===== src/rtl/aes_key_schedule_ctrl.sv =====
// AES-256 round-key schedule controller: drives an external key expander and
// serves the 15 stored round keys. Optional zeroize port: AES_KEY_SCHED_ZEROIZE_EN.
module aes_key_schedule_ctrl #(
    parameter int NUM_ROUND_KEYS = 15,
    parameter int RN_WIDTH       = 4
) (
    input  logic                Clk,
    input  logic                Rst_n,
    input  logic                Key_valid,
    output logic                Key_ready,
    input  logic [255:0]        Key,
    output logic [RN_WIDTH-1:0] Exp_round_number,
    output logic [255:0]        Exp_input_key,
    input  logic [127:0]        Exp_output_key,
    input  logic [RN_WIDTH-1:0] Rk_index,
    output logic [127:0]        Rk_data,
    output logic                Rk_valid,
    output logic                Busy,
    output logic                Done,
    output logic                Keys_ready
`ifdef AES_KEY_SCHED_ZEROIZE_EN
    ,
    input  logic                Zeroize
`endif
);

    localparam logic [RN_WIDTH-1:0] LAST_RK  = RN_WIDTH'(NUM_ROUND_KEYS - 1);
    localparam logic [RN_WIDTH-1:0] FIRST_RN = RN_WIDTH'(2);

    typedef enum logic [1:0] {
        ST_IDLE   = 2'd0,
        ST_EXPAND = 2'd1,
        ST_READY  = 2'd2
    } state_t;

    state_t                r_state;
    state_t                w_state_nxt;
    logic                  w_accept;
    logic                  w_last;
    logic                  w_done_nxt;
    logic                  w_keys_ready_nxt;
    logic                  w_zeroize;
    logic                  r_done;
    logic                  r_keys_ready;
    logic [RN_WIDTH-1:0]   r_cnt;
    logic [255:0]          r_window;
    logic [127:0]          r_rk [0:NUM_ROUND_KEYS-1];
    logic [127:0]          r_rk_data;
    logic                  r_rk_valid;

`ifdef AES_KEY_SCHED_ZEROIZE_EN
    assign w_zeroize = Zeroize;
`else
    assign w_zeroize = 1'b0;
`endif

    // Next-state and control decode; zeroize overrides everything.
    always_comb begin
        w_state_nxt      = r_state;
        w_accept         = 1'b0;
        w_last           = 1'b0;
        w_done_nxt       = 1'b0;
        w_keys_ready_nxt = r_keys_ready;
        if (w_zeroize) begin
            w_state_nxt      = ST_IDLE;
            w_keys_ready_nxt = 1'b0;
        end else begin
            case (r_state)
                ST_IDLE, ST_READY: begin
                    if (Key_valid) begin
                        w_accept         = 1'b1;
                        w_state_nxt      = ST_EXPAND;
                        w_keys_ready_nxt = 1'b0;
                    end else begin
                        w_accept         = 1'b0;
                    end
                end
                ST_EXPAND: begin
                    if (r_cnt == LAST_RK) begin
                        w_last           = 1'b1;
                        w_state_nxt      = ST_READY;
                        w_done_nxt       = 1'b1;
                        w_keys_ready_nxt = 1'b1;
                    end else begin
                        w_last           = 1'b0;
                    end
                end
                default: begin
                    w_state_nxt      = ST_IDLE;
                    w_keys_ready_nxt = 1'b0;
                end
            endcase
        end
    end

    // FSM state and status flags.
    always_ff @(posedge Clk or negedge Rst_n) begin
        if (!Rst_n) begin
            r_state      <= ST_IDLE;
            r_done       <= 1'b0;
            r_keys_ready <= 1'b0;
        end else begin
            r_state      <= w_state_nxt;
            r_done       <= w_done_nxt;
            r_keys_ready <= w_keys_ready_nxt;
        end
    end

    // Round counter, sliding expander window and round-key store. Counter and
    // window return to zero when expansion ends so the expander inputs go quiet.
    always_ff @(posedge Clk or negedge Rst_n) begin
        if (!Rst_n) begin
            r_cnt    <= {RN_WIDTH{1'b0}};
            r_window <= 256'h0;
            for (int i = 0; i < NUM_ROUND_KEYS; i++) begin
                r_rk[i] <= 128'h0;
            end
        end else if (w_zeroize) begin
            r_cnt    <= {RN_WIDTH{1'b0}};
            r_window <= 256'h0;
            for (int i = 0; i < NUM_ROUND_KEYS; i++) begin
                r_rk[i] <= 128'h0;
            end
        end else if (w_accept) begin
            r_rk[0]  <= Key[255:128];
            r_rk[1]  <= Key[127:0];
            r_window <= Key;
            r_cnt    <= FIRST_RN;
        end else if (r_state == ST_EXPAND) begin
            r_rk[r_cnt] <= Exp_output_key;
            if (w_last) begin
                r_cnt    <= {RN_WIDTH{1'b0}};
                r_window <= 256'h0;
            end else begin
                r_cnt    <= r_cnt + RN_WIDTH'(1);
                r_window <= {r_window[127:0], Exp_output_key};
            end
        end else begin
            r_cnt    <= r_cnt;
            r_window <= r_window;
        end
    end

    // Registered read port; a schedule being invalidated this cycle reads as empty.
    always_ff @(posedge Clk or negedge Rst_n) begin
        if (!Rst_n) begin
            r_rk_valid <= 1'b0;
            r_rk_data  <= 128'h0;
        end else if (r_keys_ready && w_keys_ready_nxt && (Rk_index <= LAST_RK)) begin
            r_rk_valid <= 1'b1;
            r_rk_data  <= r_rk[Rk_index];
        end else begin
            r_rk_valid <= 1'b0;
            r_rk_data  <= 128'h0;
        end
    end

    assign Key_ready        = (r_state != ST_EXPAND);
    assign Busy             = (r_state == ST_EXPAND);
    assign Done             = r_done;
    assign Keys_ready       = r_keys_ready;
    assign Exp_round_number = r_cnt;
    assign Exp_input_key    = r_window;
    assign Rk_data          = r_rk_data;
    assign Rk_valid         = r_rk_valid;

endmodule

===== config.mk =====
export PLATFORM = sky130hd
export DESIGN_NAME = aes_key_schedule_ctrl
export DESIGN_NICKNAME = d
export VERILOG_FILES = /design/src/rtl/aes_key_schedule_ctrl.sv
export SDC_FILE = /design/constraint.sdc
export NUM_CORES = 2
export LEC_CHECK = 0
export CORE_ASPECT_RATIO = 0.7
export CORE_MARGIN = 8
export CORE_UTILIZATION = 50
export CTS_BUF_LIST = sky130_fd_sc_hd__clkbuf_2
export CTS_CLUSTER_SIZE = 10
export DETAILED_ROUTE_END_ITERATION = 6
export PLACE_DENSITY = 0.7
export SETUP_SLACK_MARGIN = 0.1
export SLEW_MARGIN = 20
export SYNTH_ARGS = -nofsm -noshare
export SYNTH_HDL_FRONTEND = slang
export SYNTH_SLANG_ARGS = --single-unit

===== constraint.sdc =====
create_clock -name Clk -period 2.05 [get_ports Clk]
set_input_delay 0.5125 -clock Clk [delete_from_list [all_inputs] [get_ports Clk]]
set_output_delay 0.5125 -clock Clk [all_outputs]
set_load 0.01 [all_outputs]

==> flow_metrics.py <==
metrics = {
    "timing": {
        "clock_skew_ns": 0.203,
        "fin_hold_ws_ns": 0.286,
        "maxSlewHeadroom_pct": 51.3,
        "post-route-min-period_ns": 3.02,
        "hold_viol": 0,
        "setup-violations-final": 2602,
        "rsz0062_at_grt": "yes",
        "timing.final.ws_setup_ns": -0.975,
        "max_slew.worst_pin.slew_ns": 0.729,
        "final_max_slew_viol_count": 0,
        "post-route-period-util_pct": 148,
        "max_freq_mhz": 331,
    },
    "synth": {
        "async_flop_share_pct": 100,
        "postSynthAreaPerCell_um2": 13.9,
        "syn_inst": 7278,
        "yosysSeqAreaShare_pct": 57.1,
        "synth_edf_count": 0,
        "yosysWarnings": 0,
        "yosys_most_used_dff": "dfrtp_1",
        "ys_ff_latch": 2313,
        "ys_types": 36,
        "netlist_area_um2": 101000,
        "syn_nets": 7673,
    },
    "global_routing": {
        "first_global_vias": 80500,
        "grt_pass1_wl_mm": 506,
        "track_usage_pct": 30.1,
        "gr-total-overflow": 0,
        "antenna_found_initial": 16,
        "grt_max_degree": 100,
    },
    "hold_path": {
        "hold_path_end": "r_rk[1691]",
        "hold_class": "primary input to flip-flop",
        "worstHoldPathCells": 5,
        "holdCritStartpoint": "Exp_output_key[27]",
    },
    "worst_setup_path": {
        "cp.arrival_ns": 2.51,
        "cp_num_buf_inv": 2,
        "rrSetupSlack_ns": -0.56,
        "r2r_cells": 12,
        "rr_startpoint": "r_state[0]",
        "endpoint_kind": "primary output",
        "worstPathCellList": "nand2b_4 > buf_6 > buf_6",
        "crit_slowest_cell": "dfrtp_1",
        "crit_type": "flip-flop to primary output",
        "cp_common_cell": "buf_6",
        "crit_path_max_fanout": 6,
        "slowest_delay_ns": 0.57,
        "timing.rr.end": "Exp_input_key[220]",
        "worstPathRequired_ns": 1.54,
        "crit_path_start_kind": "flip-flop",
        "critPathTopFamily": "flip-flops",
    },
    "placed_design": {
        "place_ws_ns": -0.439,
        "dp_hpwl_mm": 214,
        "gp_congestion": 0.845,
        "dp.cells": 10700,
        "numPortBuffers": 783,
    },
    "detailed_routing": {
        "drt_wl_total_mm": 349,
        "drt-initial-drc-count": 6993,
        "drc_errors": 38,
        "dr.pass1.iters": 7,
        "viasPerCell": 6.11,
        "final_antenna_net_count": 0,
        "wl_per_cell_um": 27.7,
        "vias": 77000,
    },
    "finish": {
        "layout_common_cells": "dfrtp_1 (2265), mux2_2 (1650), clkbuf_2 (791)",
        "mostFrequentLayoutCell": "dfrtp_1",
        "utilization_pct": 65.8,
        "syn2layout_area_growth_pct": 30.9,
        "drive_gt1_share_pct": 44.7,
        "fin_nets": 9975,
        "finalNonFillerCells": 12600,
    },
    "clocking": {
        "clockBufferDepth": 4,
        "path_clk_slew_ns": 0.13,
        "cts_buffers": 569,
        "cts_tree": "yes",
        "clock-sinks": 2313,
        "clock_latency_ns": 1.61,
        "htree_num_levels": 6,
        "cts-root-buf": "clkbuf_2",
    },
    "die": {
        "fp.dieW_um": 554,
        "dieArea_um2": 218000,
        "die_y_um": 393,
        "initial_utilization_pct": 50.2,
        "io_pins": 784,
        "core_area_um2": 202000,
        "rows": 138,
    },
    "power": {
        "power.total_mw": 194,
        "ir_drop_v": 0.000738,
        "p_per_area_nw_per_um2": 1460,
        "total_leakage_power_nw": 59.5,
    },
    "status": {
        "violations": "design-rule violations, negative setup slack",
        "status": "finished with violations",
    },
    "run": {
        "maxCapViolCount": 0,
    },
}
[worst min-delay path, delay by kind of cell]
family	cells	cell delay [ns]
buffers and inverters	3	1.14
AND/OR/NAND/NOR	2	0.14
[cell families (layout without fill, tap and decap cells)]
logic type / count (synthesis) / count (layout) / synth area share, %
AO/OA/AOI/OAI: 909 / 909 / 6.56
adder cells (fa/ha/maj): 4 / 4 / 0.0494
buffers and inverters: 685 / 3335 / 3.25
flip-flops: 2313 / 2313 / 57.1
multiplexers: 2177 / 2177 / 28.3
other: 0 / 12 / 0
AND/OR/NAND/NOR: 1190 / 1190 / 4.79
[sequential cells by signal (all words and copies together) (netlist names)]
| register | count |
|---|---|
| Done | 1 |
| Exp_input_key | 256 |
| Exp_round_number | 4 |
| Keys_ready | 1 |
| Rk_data | 128 |
| Rk_valid | 1 |
| r_rk | 1920 |
| r_state | 2 |
[repair_timing]
item,in CTS,in global routing
hold endpoints to repair,4622,0
setup endpoints to repair,2259,2674
cloned,15,19
gates resized for setup,1909,360
setup buffers,185,136
hold buffers,633,0
pin swaps,5,86
[cell usage after synthesis, types with 21 or more instances]
| cell type | instances | area (um2) |
|---|---|---|
| dfrtp_1 | 2313 | 57900 |
| mux2_2 | 1655 | 18600 |
| nand2_1 | 782 | 2940 |
| mux4_2 | 384 | 8650 |
| clkbuf_1 | 345 | 1290 |
| nand3_1 | 258 | 1290 |
| o21ai_0 | 258 | 1290 |
| a22oi_1 | 256 | 1920 |
| buf_2 | 255 | 1280 |
| nor2_1 | 134 | 503 |
| a221o_1 | 129 | 1290 |
| mux2i_1 | 129 | 1290 |
| a211oi_1 | 128 | 961 |
| a2bb2oi_1 | 128 | 1120 |
| buf_6 | 46 | 518 |
| buf_1 | 21 | 78.8 |
[where the power goes]
part	switching, mW	leakage, nW	internal [mW]
Clock	19.1	3.71	12.2
Combinational	35.1	28.2	44.9
Sequential	14.2	27.6	68.3
[layer usage]
layer	part of all wire [%]	GRT usage [%]	vias to the layer above
met3	8.5	7.70	1117
li1	-	-	31600
met5	0.062	0.0655	-
met1	40	40.5	40100
met4	4.8	11.4	18
met2	47	47.3	4125
[worst max-delay path by stage]
stage | startpoint | endpoint | slack [ns] | cells after the start
after detailed placement | Key_valid | Rk_data[106] | -0.44 | 8
after global placement | Key_valid | Rk_data[44] | -0.41 | 7
final | r_state[0] | Key_ready | -0.97 | 3
after CTS | r_state[1] | Key_ready | -1.19 | 3
after global routing | r_state[1] | Key_ready | -1.21 | 3
after floorplan | Rk_index[1] | Rk_data[75] | 0.08 | 6
[area by class of cell]
cell class,instances,area (um2)
tap,2660,3330
fill,13800,69100
timing repair buffer,2413,25600
antenna,12,30.0
sequential,2313,57900
inverter,3,13.8
multi-input combinational,4280,40900
clock buffer,791,3960
clock inverter,128,963
[through the flow]
| stage | TNS, ns | area [um2] |
|---|---|---|
| CTS | -427.81 | 130000 |
| detailed placement | -171.83 | 117000 |
| global placement | -146.83 | 117000 |
| finish | -719.16 | 133000 |
| global route | -885.56 | 133000 |
| floorplan | 0 | 102000 |
(Power assumes the default switching activity.)
